==> src/rtl/ysyx_23060240_clint_timer_if.sv <==
// AXI4 single-beat bus bundle between the crossbar's clint_* master port and the CLINT timer slave.
interface ysyx_23060240_clint_timer_if;
  logic [31:0] araddr;
  logic        arvalid;
  logic        arready;
  logic [3:0]  arid;
  logic [7:0]  arlen;
  logic [2:0]  arsize;
  logic [1:0]  arburst;

  logic        rvalid;
  logic        rready;
  logic [31:0] rdata;
  logic [1:0]  rresp;
  logic        rlast;
  logic [3:0]  rid;

  logic [31:0] awaddr;
  logic        awvalid;
  logic        awready;
  logic [3:0]  awid;
  logic [7:0]  awlen;
  logic [2:0]  awsize;
  logic [1:0]  awburst;

  logic [31:0] wdata;
  logic [3:0]  wstrb;
  logic        wvalid;
  logic        wready;
  logic        wlast;

  logic        bvalid;
  logic        bready;
  logic [1:0]  bresp;
  logic [3:0]  bid;

  modport master (
    output araddr, arvalid, arid, arlen, arsize, arburst, rready,
           awaddr, awvalid, awid, awlen, awsize, awburst,
           wdata, wstrb, wvalid, wlast, bready,
    input  arready, rvalid, rdata, rresp, rlast, rid,
           awready, wready, bvalid, bresp, bid
  );

  modport slave (
    input  araddr, arvalid, arid, arlen, arsize, arburst, rready,
           awaddr, awvalid, awid, awlen, awsize, awburst,
           wdata, wstrb, wvalid, wlast, bready,
    output arready, rvalid, rdata, rresp, rlast, rid,
           awready, wready, bvalid, bresp, bid
  );
endinterface

==> src/rtl/ysyx_23060240_clint_timer.sv <==
// CLINT timer AXI4 slave: free-running 64-bit mtime with coherent hi shadow, optional mtimecmp/mtip.
// Define CLINT_MTIMECMP_EN to build mtimecmp storage and the mtip compare; otherwise mtip is tied 0.
module ysyx_23060240_clint_timer #(
  parameter logic [31:0] BASE = 32'ha0000048,
  parameter logic [3:0]  BID  = 4'h0
) (
  input  logic                              clk,
  input  logic                              rst,
  ysyx_23060240_clint_timer_if.slave        axi,
  output logic                              mtip
);

  localparam logic [1:0] RESP_OKAY   = 2'b00;
  localparam logic [1:0] RESP_SLVERR = 2'b10;
  localparam logic [1:0] RESP_DECERR = 2'b11;
`ifdef CLINT_MTIMECMP_EN
  localparam logic [1:0] CMP_WR_RESP = RESP_OKAY;
`else
  localparam logic [1:0] CMP_WR_RESP = RESP_SLVERR;
`endif

  typedef enum logic {R_IDLE, R_DATA} rState_e;
  typedef enum logic {W_IDLE, W_RESP} wState_e;

  rState_e     rState_q, rState_d;
  wState_e     wState_q, wState_d;
  logic [63:0] mtime_q;
  logic [63:0] cmpView;
  logic [31:0] hiShadow_q, hiShadow_d;
  logic [31:0] rdata_q, rdata_d;
  logic [1:0]  rresp_q, rresp_d;
  logic [3:0]  rid_q, rid_d;
  logic [31:0] rdOff;

  logic        awGot_q, awGot_d, wGot_q, wGot_d;
  logic [31:0] awAddr_q, awAddr_d, wData_q, wData_d;
  logic [3:0]  awId_q, awId_d, wStrb_q, wStrb_d;
  logic [1:0]  bresp_q, bresp_d;
  logic [3:0]  bid_q, bid_d;
  logic        awFire, wFire, doWrite;
  logic [31:0] awAddrEff, wDataEff, wOff;
  logic [3:0]  awIdEff, wStrbEff;
  logic [1:0]  wrResp;
  logic        cmpWrLo, cmpWrHi;

  function automatic logic inWindow(input logic [31:0] off);
    return (off[31:4] == 28'd0) && (off[1:0] == 2'b00);
  endfunction

  always_ff @(posedge clk) begin
    if (rst) mtime_q <= 64'd0;
    else     mtime_q <= mtime_q + 64'd1;
  end

  // Read FSM: a lo-word read snapshots mtime[63:32] so a following hi read is coherent.
  always_comb begin
    rState_d   = rState_q;
    rdata_d    = rdata_q;
    rresp_d    = rresp_q;
    rid_d      = rid_q;
    hiShadow_d = hiShadow_q;
    rdOff      = axi.araddr - BASE;
    case (rState_q)
      R_IDLE: begin
        if (axi.arvalid) begin
          rState_d = R_DATA;
          rid_d    = axi.arid;
          if (!inWindow(rdOff)) begin
            rdata_d = 32'd0;
            rresp_d = RESP_DECERR;
          end else begin
            rresp_d = RESP_OKAY;
            case (rdOff[3:2])
              2'b00: begin
                rdata_d    = mtime_q[31:0];
                hiShadow_d = mtime_q[63:32];
              end
              2'b01:   rdata_d = hiShadow_q;
              2'b10:   rdata_d = cmpView[31:0];
              default: rdata_d = cmpView[63:32];
            endcase
          end
        end
      end
      R_DATA: begin
        if (axi.rready) rState_d = R_IDLE;
      end
    endcase
  end

  always_ff @(posedge clk) begin
    if (rst) begin
      rState_q   <= R_IDLE;
      rdata_q    <= 32'd0;
      rresp_q    <= 2'b00;
      rid_q      <= 4'd0;
      hiShadow_q <= 32'd0;
    end else begin
      rState_q   <= rState_d;
      rdata_q    <= rdata_d;
      rresp_q    <= rresp_d;
      rid_q      <= rid_d;
      hiShadow_q <= hiShadow_d;
    end
  end

  assign awFire    = (wState_q == W_IDLE) && !awGot_q && axi.awvalid;
  assign wFire     = (wState_q == W_IDLE) && !wGot_q && axi.wvalid;
  assign doWrite   = (wState_q == W_IDLE) && (awGot_q || awFire) && (wGot_q || wFire);
  assign awAddrEff = awGot_q ? awAddr_q : axi.awaddr;
  assign awIdEff   = awGot_q ? awId_q   : axi.awid;
  assign wDataEff  = wGot_q  ? wData_q  : axi.wdata;
  assign wStrbEff  = wGot_q  ? wStrb_q  : axi.wstrb;
  assign wOff      = awAddrEff - BASE;
  assign cmpWrLo   = doWrite && inWindow(wOff) && (wOff[3:2] == 2'b10);
  assign cmpWrHi   = doWrite && inWindow(wOff) && (wOff[3:2] == 2'b11);

  always_comb begin
    wrResp = RESP_SLVERR;
    if (!inWindow(wOff)) wrResp = RESP_DECERR;
    else if (wOff[3])    wrResp = CMP_WR_RESP;
  end

  // Write FSM: AW and W are latched independently; the write commits the cycle both are present.
  always_comb begin
    wState_d = wState_q;
    awGot_d  = awGot_q;
    wGot_d   = wGot_q;
    awAddr_d = awAddr_q;
    awId_d   = awId_q;
    wData_d  = wData_q;
    wStrb_d  = wStrb_q;
    bresp_d  = bresp_q;
    bid_d    = bid_q;
    case (wState_q)
      W_IDLE: begin
        if (doWrite) begin
          wState_d = W_RESP;
          awGot_d  = 1'b0;
          wGot_d   = 1'b0;
          bid_d    = awIdEff;
          bresp_d  = wrResp;
        end else begin
          if (awFire) begin
            awGot_d  = 1'b1;
            awAddr_d = axi.awaddr;
            awId_d   = axi.awid;
          end
          if (wFire) begin
            wGot_d  = 1'b1;
            wData_d = axi.wdata;
            wStrb_d = axi.wstrb;
          end
        end
      end
      W_RESP: begin
        if (axi.bready) wState_d = W_IDLE;
      end
    endcase
  end

  always_ff @(posedge clk) begin
    if (rst) begin
      wState_q <= W_IDLE;
      awGot_q  <= 1'b0;
      wGot_q   <= 1'b0;
      awAddr_q <= 32'd0;
      awId_q   <= 4'd0;
      wData_q  <= 32'd0;
      wStrb_q  <= 4'd0;
      bresp_q  <= 2'b00;
      bid_q    <= 4'd0;
    end else begin
      wState_q <= wState_d;
      awGot_q  <= awGot_d;
      wGot_q   <= wGot_d;
      awAddr_q <= awAddr_d;
      awId_q   <= awId_d;
      wData_q  <= wData_d;
      wStrb_q  <= wStrb_d;
      bresp_q  <= bresp_d;
      bid_q    <= bid_d;
    end
  end

`ifdef CLINT_MTIMECMP_EN
  logic [63:0] mtimecmp_q, mtimecmp_d;
  logic        mtip_q;

  function automatic logic [31:0] mergeBytes(input logic [31:0] old, input logic [31:0] data,
                                             input logic [3:0] strb);
    logic [31:0] res;
    res = old;
    for (int i = 0; i < 4; i++) begin
      if (strb[i]) res[8*i +: 8] = data[8*i +: 8];
    end
    return res;
  endfunction

  always_comb begin
    mtimecmp_d = mtimecmp_q;
    if (cmpWrLo) mtimecmp_d[31:0]  = mergeBytes(mtimecmp_q[31:0], wDataEff, wStrbEff);
    if (cmpWrHi) mtimecmp_d[63:32] = mergeBytes(mtimecmp_q[63:32], wDataEff, wStrbEff);
  end

  // mtip compares the pre-update registers, so a new mtimecmp shows up one cycle after it lands.
  always_ff @(posedge clk) begin
    if (rst) begin
      mtimecmp_q <= 64'hFFFF_FFFF_FFFF_FFFF;
      mtip_q     <= 1'b0;
    end else begin
      mtimecmp_q <= mtimecmp_d;
      mtip_q     <= (mtime_q >= mtimecmp_q);
    end
  end

  assign cmpView = mtimecmp_q;
  assign mtip    = mtip_q;
`else
  logic unusedCmpPath;
  assign unusedCmpPath = ^{wDataEff, wStrbEff, cmpWrLo, cmpWrHi};
  assign cmpView       = 64'd0;
  assign mtip          = 1'b0;
`endif

  logic unusedAttrs;
  assign unusedAttrs = ^{axi.arlen, axi.arsize, axi.arburst, axi.awlen, axi.awsize,
                         axi.awburst, axi.wlast, BID};

  assign axi.arready = (rState_q == R_IDLE);
  assign axi.rvalid  = (rState_q == R_DATA);
  assign axi.rlast   = (rState_q == R_DATA);
  assign axi.rdata   = rdata_q;
  assign axi.rresp   = rresp_q;
  assign axi.rid     = rid_q;
  assign axi.awready = (wState_q == W_IDLE) && !awGot_q;
  assign axi.wready  = (wState_q == W_IDLE) && !wGot_q;
  assign axi.bvalid  = (wState_q == W_RESP);
  assign axi.bresp   = bresp_q;
  assign axi.bid     = bid_q;

endmodule

==> src/flat_wrapper.sv <==
// flat-port wrapper written by rule: the top's interface ports become plain ports
module ysyx_23060240_clint_timer_flat 
#(
  parameter logic [31:0] BASE = 32'ha0000048,
  parameter logic [3:0]  BID  = 4'h0
)
  (clk, rst, mtip, axi_araddr, axi_arvalid, axi_arid, axi_arlen, axi_arsize, axi_arburst, axi_rready, axi_awaddr, axi_awvalid, axi_awid, axi_awlen, axi_awsize, axi_awburst, axi_wdata, axi_wstrb, axi_wvalid, axi_wlast, axi_bready, axi_arready, axi_rvalid, axi_rdata, axi_rresp, axi_rlast, axi_rid, axi_awready, axi_wready, axi_bvalid, axi_bresp, axi_bid);
  ysyx_23060240_clint_timer_if axi_i ();
  input  logic clk;
  input  logic rst;
  output logic mtip;
  input wire logic [$bits(axi_i.araddr)-1:0] axi_araddr;
  input wire logic [$bits(axi_i.arvalid)-1:0] axi_arvalid;
  input wire logic [$bits(axi_i.arid)-1:0] axi_arid;
  input wire logic [$bits(axi_i.arlen)-1:0] axi_arlen;
  input wire logic [$bits(axi_i.arsize)-1:0] axi_arsize;
  input wire logic [$bits(axi_i.arburst)-1:0] axi_arburst;
  input wire logic [$bits(axi_i.rready)-1:0] axi_rready;
  input wire logic [$bits(axi_i.awaddr)-1:0] axi_awaddr;
  input wire logic [$bits(axi_i.awvalid)-1:0] axi_awvalid;
  input wire logic [$bits(axi_i.awid)-1:0] axi_awid;
  input wire logic [$bits(axi_i.awlen)-1:0] axi_awlen;
  input wire logic [$bits(axi_i.awsize)-1:0] axi_awsize;
  input wire logic [$bits(axi_i.awburst)-1:0] axi_awburst;
  input wire logic [$bits(axi_i.wdata)-1:0] axi_wdata;
  input wire logic [$bits(axi_i.wstrb)-1:0] axi_wstrb;
  input wire logic [$bits(axi_i.wvalid)-1:0] axi_wvalid;
  input wire logic [$bits(axi_i.wlast)-1:0] axi_wlast;
  input wire logic [$bits(axi_i.bready)-1:0] axi_bready;
  output wire logic [$bits(axi_i.arready)-1:0] axi_arready;
  output wire logic [$bits(axi_i.rvalid)-1:0] axi_rvalid;
  output wire logic [$bits(axi_i.rdata)-1:0] axi_rdata;
  output wire logic [$bits(axi_i.rresp)-1:0] axi_rresp;
  output wire logic [$bits(axi_i.rlast)-1:0] axi_rlast;
  output wire logic [$bits(axi_i.rid)-1:0] axi_rid;
  output wire logic [$bits(axi_i.awready)-1:0] axi_awready;
  output wire logic [$bits(axi_i.wready)-1:0] axi_wready;
  output wire logic [$bits(axi_i.bvalid)-1:0] axi_bvalid;
  output wire logic [$bits(axi_i.bresp)-1:0] axi_bresp;
  output wire logic [$bits(axi_i.bid)-1:0] axi_bid;
  assign axi_i.araddr = axi_araddr;
  assign axi_i.arvalid = axi_arvalid;
  assign axi_i.arid = axi_arid;
  assign axi_i.arlen = axi_arlen;
  assign axi_i.arsize = axi_arsize;
  assign axi_i.arburst = axi_arburst;
  assign axi_i.rready = axi_rready;
  assign axi_i.awaddr = axi_awaddr;
  assign axi_i.awvalid = axi_awvalid;
  assign axi_i.awid = axi_awid;
  assign axi_i.awlen = axi_awlen;
  assign axi_i.awsize = axi_awsize;
  assign axi_i.awburst = axi_awburst;
  assign axi_i.wdata = axi_wdata;
  assign axi_i.wstrb = axi_wstrb;
  assign axi_i.wvalid = axi_wvalid;
  assign axi_i.wlast = axi_wlast;
  assign axi_i.bready = axi_bready;
  assign axi_arready = axi_i.arready;
  assign axi_rvalid = axi_i.rvalid;
  assign axi_rdata = axi_i.rdata;
  assign axi_rresp = axi_i.rresp;
  assign axi_rlast = axi_i.rlast;
  assign axi_rid = axi_i.rid;
  assign axi_awready = axi_i.awready;
  assign axi_wready = axi_i.wready;
  assign axi_bvalid = axi_i.bvalid;
  assign axi_bresp = axi_i.bresp;
  assign axi_bid = axi_i.bid;
  ysyx_23060240_clint_timer #(.BASE(BASE), .BID(BID)) u_core (.clk(clk), .rst(rst), .axi(axi_i), .mtip(mtip));
endmodule
==> config.mk <==
export PLATFORM = sky130hd
export DESIGN_NAME = ysyx_23060240_clint_timer_flat
export DESIGN_NICKNAME = d
export VERILOG_FILES = /design/src/rtl/ysyx_23060240_clint_timer_if.sv /design/src/rtl/ysyx_23060240_clint_timer.sv /design/src/flat_wrapper.sv
export SDC_FILE = /design/constraint.sdc
export NUM_CORES = 1
export LEC_CHECK = 0
export BUFFER_PORTS_ARGS = -buffer_cell sky130_fd_sc_hd__buf_2
export CAP_MARGIN = 20
export CORE_MARGIN = 1
export CORE_UTILIZATION = 38
export CTS_CLUSTER_SIZE = 20
export DETAILED_ROUTE_END_ITERATION = 10
export GPL_TIMING_DRIVEN = 1
export REMOVE_ABC_BUFFERS = 1
export SLEW_MARGIN = 20
export SYNTH_ARGS = -nofsm -noshare
export SYNTH_HDL_FRONTEND = slang
export SYNTH_SLANG_ARGS = --single-unit
export TNS_END_PERCENT = 10
==> constraint.sdc <==
create_clock -name clk -period 4.7 [get_ports clk]
set_input_delay 0.94 -clock clk [delete_from_list [all_inputs] [get_ports clk]]
set_output_delay 0.94 -clock clk [all_outputs]
set_load 0.02 [all_outputs]
==> summary.md, run 1 <==
| Metric | Value |
|---|---|
| Clock Skews | 12.5 ps |
| Multi-input logic area | 4310 µm² |
| Maxcap violations | 0 |
| Place WS | 958 ps |
| Top FF cell, synth | dfxtp_1 |
| Yosys reg bits | 178 |
| Layout cells sized above 1 | 0.168 |
| Final net count | 1229 |
| Die ar. | 22100 µm² |
| Design area | 9580 µm² |
| Status | finished clean |
| Async SR Flop Fraction | 0 |
| Pwr/cell area | 335 nW/µm² |
| Syn Inst Count | 979 |
| Final setup fails | 0 |
| Vias in the first global route | 6879 |
| Number of hold buffers added after cts | 0 |
| FILL cells | 2155 |
| Post-Synthesis Cell Area | 8190 µm² |
| Most frequent cells in the layout | 178 x dfxtp_1, 129 x nand2_1, 126 x buf_2 |
| Critical path type | input pin to register |
| Fin. Hold Viols | 0 |
| Post_cts resized | 0 |
| Lkg Pwr | 3.39 nW |
| DR pass1 iterations | 5 |
| First-pass GRT wire length | 33600 µm |
| Die Ht | 149 µm |
| Post-route ant nets | 0 |
| WL/cell | 14.8 µm |
| Slew Limit Fails | 0 |
| Root Buffer | clkbuf_16 |
| Non-Filler Instances | 1372 |
| Period utilization | 0.704 |
| Met3 WL | 852 µm |
| FF+latch area | 3560 µm² |
| Largest net degree at the start of global routing | 60 |
| FP Rows | 53 |
| Critical Path End Type | register |
| CP required | 4980 ps |
| RSZ-0062 raised after global routing | no |
| Ys Warns | 0 |
| Worst-margin pin slew | 806 ps |
| Initial antenna violation count | 0 |
| Highest Signal Layer | met4 |
| Hold_ws | 446 ps |
| Final Power | 3.21 mW |
| CTS tree | built |
| Reg clk slew, reported paths | 70 ps |
| Setup tns final | 0 ps |
| Layout Utilization | 0.454 |
| EDFF count, synth | 0 |
| Skew-Pair Late Insertion Delay | 430 ps |
| Critical path fanouts, max | 32 |
| Metal-1 WL | 9500 µm |
| Relative max-transition margin | 0.458 |
| Clock sink count | 178 |
| CP startpoint kind | input pin |
| Dpl cell area | 9010 µm² |
| Hold WC Path Type | register to register |
| Number of port buffers | 127 |
| Synth-to-Final Area Change | 17.0% |
| Post-route DRC | 0 |
| Ant. Diodes | 0 |
| GRT Overall Usage | 0.190 |
| Yosys cell types | 63 |
| Dpl cells | 1340 |
| CTS H-tree lvls | 4 |
| Area of the core | 21100 µm² |
| Detail Placement HPWL | 13900 µm |
| Synth Area per Inst | 8.36 µm² |
| Clock Tree Buf Depth | 2 |
| Vias per cell | 5.30 |
| Initial Util | 0.388 |
| TritonCTS buffer count | 17 |
| Total grt overflow | 0 |
| Tmin final | 3310 ps |
| VDD IR max | 0.239 mV |
| Initial DRC count | 309 |
| Most common cell after layout, fill and taps aside | dfxtp_1 |
| Routability Congestion | 0.871 |
| I/O pin cnt | 193 |
| Final worst slack | 1390 ps |
| Fmax | 0.302 GHz |
| Vias | 7270 |
| Sequential share of the synthesized area | 0.435 |
| Met2 routed WL | 9640 µm |
| Crit path arrival time | 3590 ps |
| Die Wd | 149 µm |
| Post-CTS setup buffers | 0 |
| Wirelength, routed | 20300 µm |
synthesized netlist by cell type (3+ instances only):
master	count	area (µm²)
a211oi_1	7	52.6
a21oi_1	63	315
a22oi_1	35	263
and2_1	3	18.8
and3_1	11	68.8
and4_1	9	78.8
buf_1	3	11.3
buf_2	3	15.0
buf_4	3	22.5
buf_6	4	45.0
clkbuf_1	39	146
dfxtp_1	178	3560
ha_1	3	37.5
inv_1	17	63.8
mux2i_1	49	490
nand2_1	129	484
nand2b_1	12	75.1
nand3_1	27	135
nand4_1	29	181
nand4b_1	3	26.3
nor2_1	112	420
nor2b_1	8	50.1
nor3_1	33	165
nor3b_1	4	30.0
nor4_1	11	68.8
o211ai_1	3	22.5
o21ai_0	54	270
o22ai_1	4	25.0
o31ai_1	8	60.1
or3_1	19	119
or4_1	3	22.5
xnor2_1	25	219
xor2_1	31	272
kinds of logic (layout without fill, tap and decap cells):
| logic type | count (synthesis) | after routing | share of synthesized area |
|---|---|---|---|
| muxes | 51 | 51 | 0.0627 |
| adders and majority gates | 3 | 3 | 0.00459 |
| DFF | 178 | 178 | 0.435 |
| and+or+nand+nor | 427 | 427 | 0.256 |
| AOI/OAI and AO/OA | 193 | 193 | 0.143 |
| other | 1 | 1 | 0.000458 |
| buffers and inverters | 70 | 188 | 0.0388 |
| xor gates and xnor gates | 56 | 56 | 0.0599 |
worst paths after layout:
kind | from | to | slack (ps) | cells after the start
worst max-delay path | axi_araddr[3] | u_core.hiShadow_q[15] | 1390 | 11
worst min-delay path | u_core.axi.rdata[11] | u_core.axi.rdata[11] | 450 | 2
worst max register to register | u_core.awGot_q | u_core.axi.bresp[0] | 1670 | 7
worst min register to register | u_core.axi.rdata[11] | u_core.axi.rdata[11] | 450 | 2
layer usage:
layer  track usage  vias up
met5             0        -
met4        0.0628        0
met3        0.0355       20
met2         0.323      151
met1         0.240     3422
li1              -     3677
area by class of cell:
class	instances	area share
clock inverter	12	0.0119
tap	275	0.0359
sequential	178	0.372
timing repair buffer	139	0.0760
inverter	17	0.00666
multi-input combinational	731	0.450
clock buffer	20	0.0477
worst max-delay path, stage by stage:
cell and delay [ps]:
buf_2 140, inv_1 60, ha_1 220, xor2_1 150, or4_4 480, nor4b_2 280, nand4_1 170, nor4_4 270
buf_4 540, mux2i_1 250, nor2_1 60
flip-flops by register name, summed over array words and instances (netlist names):
signal and flops:
u_core.axi.bresp 2, u_core.axi.rresp 1, u_core.axi.rlast 1, u_core.awGot_q 1
u_core.axi.rdata 32, u_core.mtime_q 64, u_core.axi.rid 4, u_core.axi.bid 4
u_core.wGot_q 1, u_core.awId_q 4, u_core.axi.bvalid 1, u_core.awAddr_q 31
u_core.hiShadow_q 32
power by group:
group          switching (mW)  internal, mW  total [mW]
clock network           0.637         0.727        1.36
registers              0.0254          1.54        1.56
logic                   0.176         0.104       0.280
total                   0.839          2.37        3.21
No activity file was read; power rests on OpenSTA's default activity.
==> run 2, diff against run 1 <==
==> constraint.sdc (replaced) <==
create_clock -name clk -period 2.8 [get_ports clk]
set_input_delay 0.56 -clock clk [delete_from_list [all_inputs] [get_ports clk]]
set_output_delay 0.56 -clock clk [all_outputs]
set_load 0.02 [all_outputs]
==> summary.md, run 2 (synthesis gave the netlist of run 1 again) <==
| Metric | Value |
|---|---|
| Initial DRC count | 295 (was 309) |
| Tmin final | 2710 ps |
| Lkg Pwr | 3.59 nW (was 3.39 nW) |
| Hold_ws | 311 ps (was 446 ps) |
| TritonCTS buffer count | 17 (unchanged) |
| Wirelength, routed | 20700 µm (was 20300 µm) |
| Clock Skews | 12.7 ps (was 12.5 ps) |
| GRT Overall Usage | 0.191 (was 0.190) |
| Initial Util | 0.388 (unchanged) |
| Die Ht | 149 µm (unchanged) |
| Comb pwr share | 0.096 (was 0.087) |
| Largest Register | u_core.mtime_q (unchanged) |
| FILL cells | 2123 (was 2155) |
| Sw frac | 0.255 (was 0.262) |
| Number of port buffers | 127 (unchanged) |
| Post-route DRC | 0 (unchanged) |
| CTS tree | built (unchanged) |
| VDD IR max | 0.401 mV (was 0.239 mV) |
| Int Pwr | 3.96 mW (was 2.37 mW) |
| Die ar. | 22100 µm² (unchanged) |
| Root Buffer | clkbuf_16 (unchanged) |
| Most frequent cells in the layout | 177 x dfxtp_1, 129 x nand2_1, 126 x buf_2 (was 178 x dfxtp_1, 129 x nand2_1, 126 x buf_2) |
| Routability Congestion | 0.910 (was 0.871) |
| Clock power frac | 0.410 (was 0.426) |
| Slew Limit Fails | 0 (unchanged) |
| Layout Utilization | 0.470 (was 0.454) |
| Skew-Pair Late Insertion Delay | 420 ps (was 430 ps) |
| CP startpoint kind | input pin (unchanged) |
| CP required | 3100 ps (was 4980 ps) |
| Area of the core | 21100 µm² (unchanged) |
| Pwr/cell area | 536 nW/µm² (was 335 nW/µm²) |
| First-pass GRT wire length | 34000 µm (was 33600 µm) |
| Critical Path End Type | register (unchanged) |
| Clock Tree Buf Depth | 2 (unchanged) |
| Vias | 7361 (was 7270) |
| Fin. Hold Viols | 0 (unchanged) |
| Fmax | 0.370 GHz |
| Vias per cell | 5.22 (was 5.30) |
| Hold WC Path Type | input pin to register (was register to register) |
| Status | finished clean (unchanged) |
| FP Rows | 53 (unchanged) |
| I/O pin cnt | 193 (unchanged) |
| Final setup fails | 0 (unchanged) |
| Cells on Worst Hold Path | 2 (unchanged) |
| Post-route ant nets | 0 (unchanged) |
| Synth-to-Final Area Change | 21.0% (was 17.0%) |
| Initial antenna violation count | 0 (unchanged) |
| RSZ-0062 raised after global routing | yes (was no) |
| Detail Placement HPWL | 14500 µm (was 13900 µm) |
| CTS H-tree lvls | 4 (unchanged) |
| Max FFs per register | 64 (unchanged) |
| Period utilization | 0.966 |
| Largest net degree at the start of global routing | 72 (was 60) |
| Clock sink count | 178 (unchanged) |
| Worst-margin pin slew | 533 ps (was 806 ps) |
| Switching Power | 1.35 mW (was 0.839 mW) |
| Die Wd | 149 µm (unchanged) |
| Worst Reg2Reg Path Length in Cells | 9 (was 7) |
| Flop pwr share | 0.494 (was 0.487) |
| Maxcap violations | 0 (unchanged) |
| Total grt overflow | 0 (unchanged) |
| Crit path arrival time | 3000 ps (was 3590 ps) |
| Ant. Diodes | 0 (unchanged) |
| Reg clk slew, reported paths | 70 ps (about the same) |
| Critical path type | input pin to register (unchanged) |
| Number of hold buffers added after cts | 0 (unchanged) |
| Layout cells sized above 1 | 0.195 (was 0.168) |
| Relative max-transition margin | 0.644 (was 0.458) |
| Critical path fanouts, max | 18 (was 32) |
| Most common cell after layout, fill and taps aside | dfxtp_1 (unchanged) |
| WL/cell | 14.7 µm (was 14.8 µm) |
| Vias in the first global route | 6893 (was 6879) |
| Final net count | 1268 (was 1229) |
| DR pass1 iterations | 5 (unchanged) |
## run 2: worst paths after layout
| kind | from | end | slack (ps) |
|---|---|---|---|
| max | axi_araddr[23] | u_core.hiShadow_q[9] | 90 |
| min | axi_rready | u_core.axi.rlast | 310 |
| min reg2reg | u_core.axi.rdata[7] | u_core.axi.rdata[7] | 450 |
| max reg2reg | u_core.awGot_q | u_core.axi.bresp[0] | 310 |
## run 2: critical path, cell delays in order
cell	delay, ps
buf_2	100
or3_4	380
or4_4	520
nor4b_2	310
nand4_1	180
nor4_4	450
buf_12	240
mux2i_1	210
nor2_1	50
## run 2: per-layer routing
layer	global-route usage	share of wire
met3	0.0367	0.037
met5	0	0
met4	0.0474	0.0099
met2	0.323	0.48
met1	0.249	0.47
## run 2: power by group through the flow
stage	Clock (mW)	Combinational, mW	Sequential (mW)
after global routing	2.33	0.568	2.63
after global placement	0	0.509	2.68
final	2.18	0.512	2.62
after detailed placement	0	0.512	2.68
after floorplan	0	0.225	2.70
after CTS	2.25	0.514	2.62
## run 2: timing repair
item,4_1_cts,5_1_grt
setup endpoints to repair,0,9
buffers inserted,0,0
gates resized for setup,0,2
## run 2: cell type report
cell class / instances / area (µm²) / share of cell area
Tap cell: 275 / 344 / 0.0348
Clock buffer: 22 / 454 / 0.0459
Clock inverter: 10 / 76.3 / 0.00771
Timing Repair Buffer: 178 / 1080 / 0.109
Sequential cell: 178 / 3560 / 0.360
Multi-Input combinational cell: 731 / 4310 / 0.436
Inverter: 17 / 63.8 / 0.00645
## run 2: stage by stage
| step | setup slack, ps | instances | cell area [µm²] | setup TNS, ps | total power, mW |
|---|---|---|---|---|---|
| after detailed placement | -333 | 1379 | 9360 | -18130 | 3.19 |
| after global routing | -18.2 | 1411 | 9900 | -22.1 | 5.53 |
| after floorplan | -1640 | 926 | 7930 | -59130 | 2.92 |
| after CTS | 107 | 1411 | 9890 | 0 | 5.39 |
| final | 94.7 | 1411 | 9900 | 0 | 5.31 |
| after global placement | -307 | 1379 | 9360 | -17270 | 3.18 |
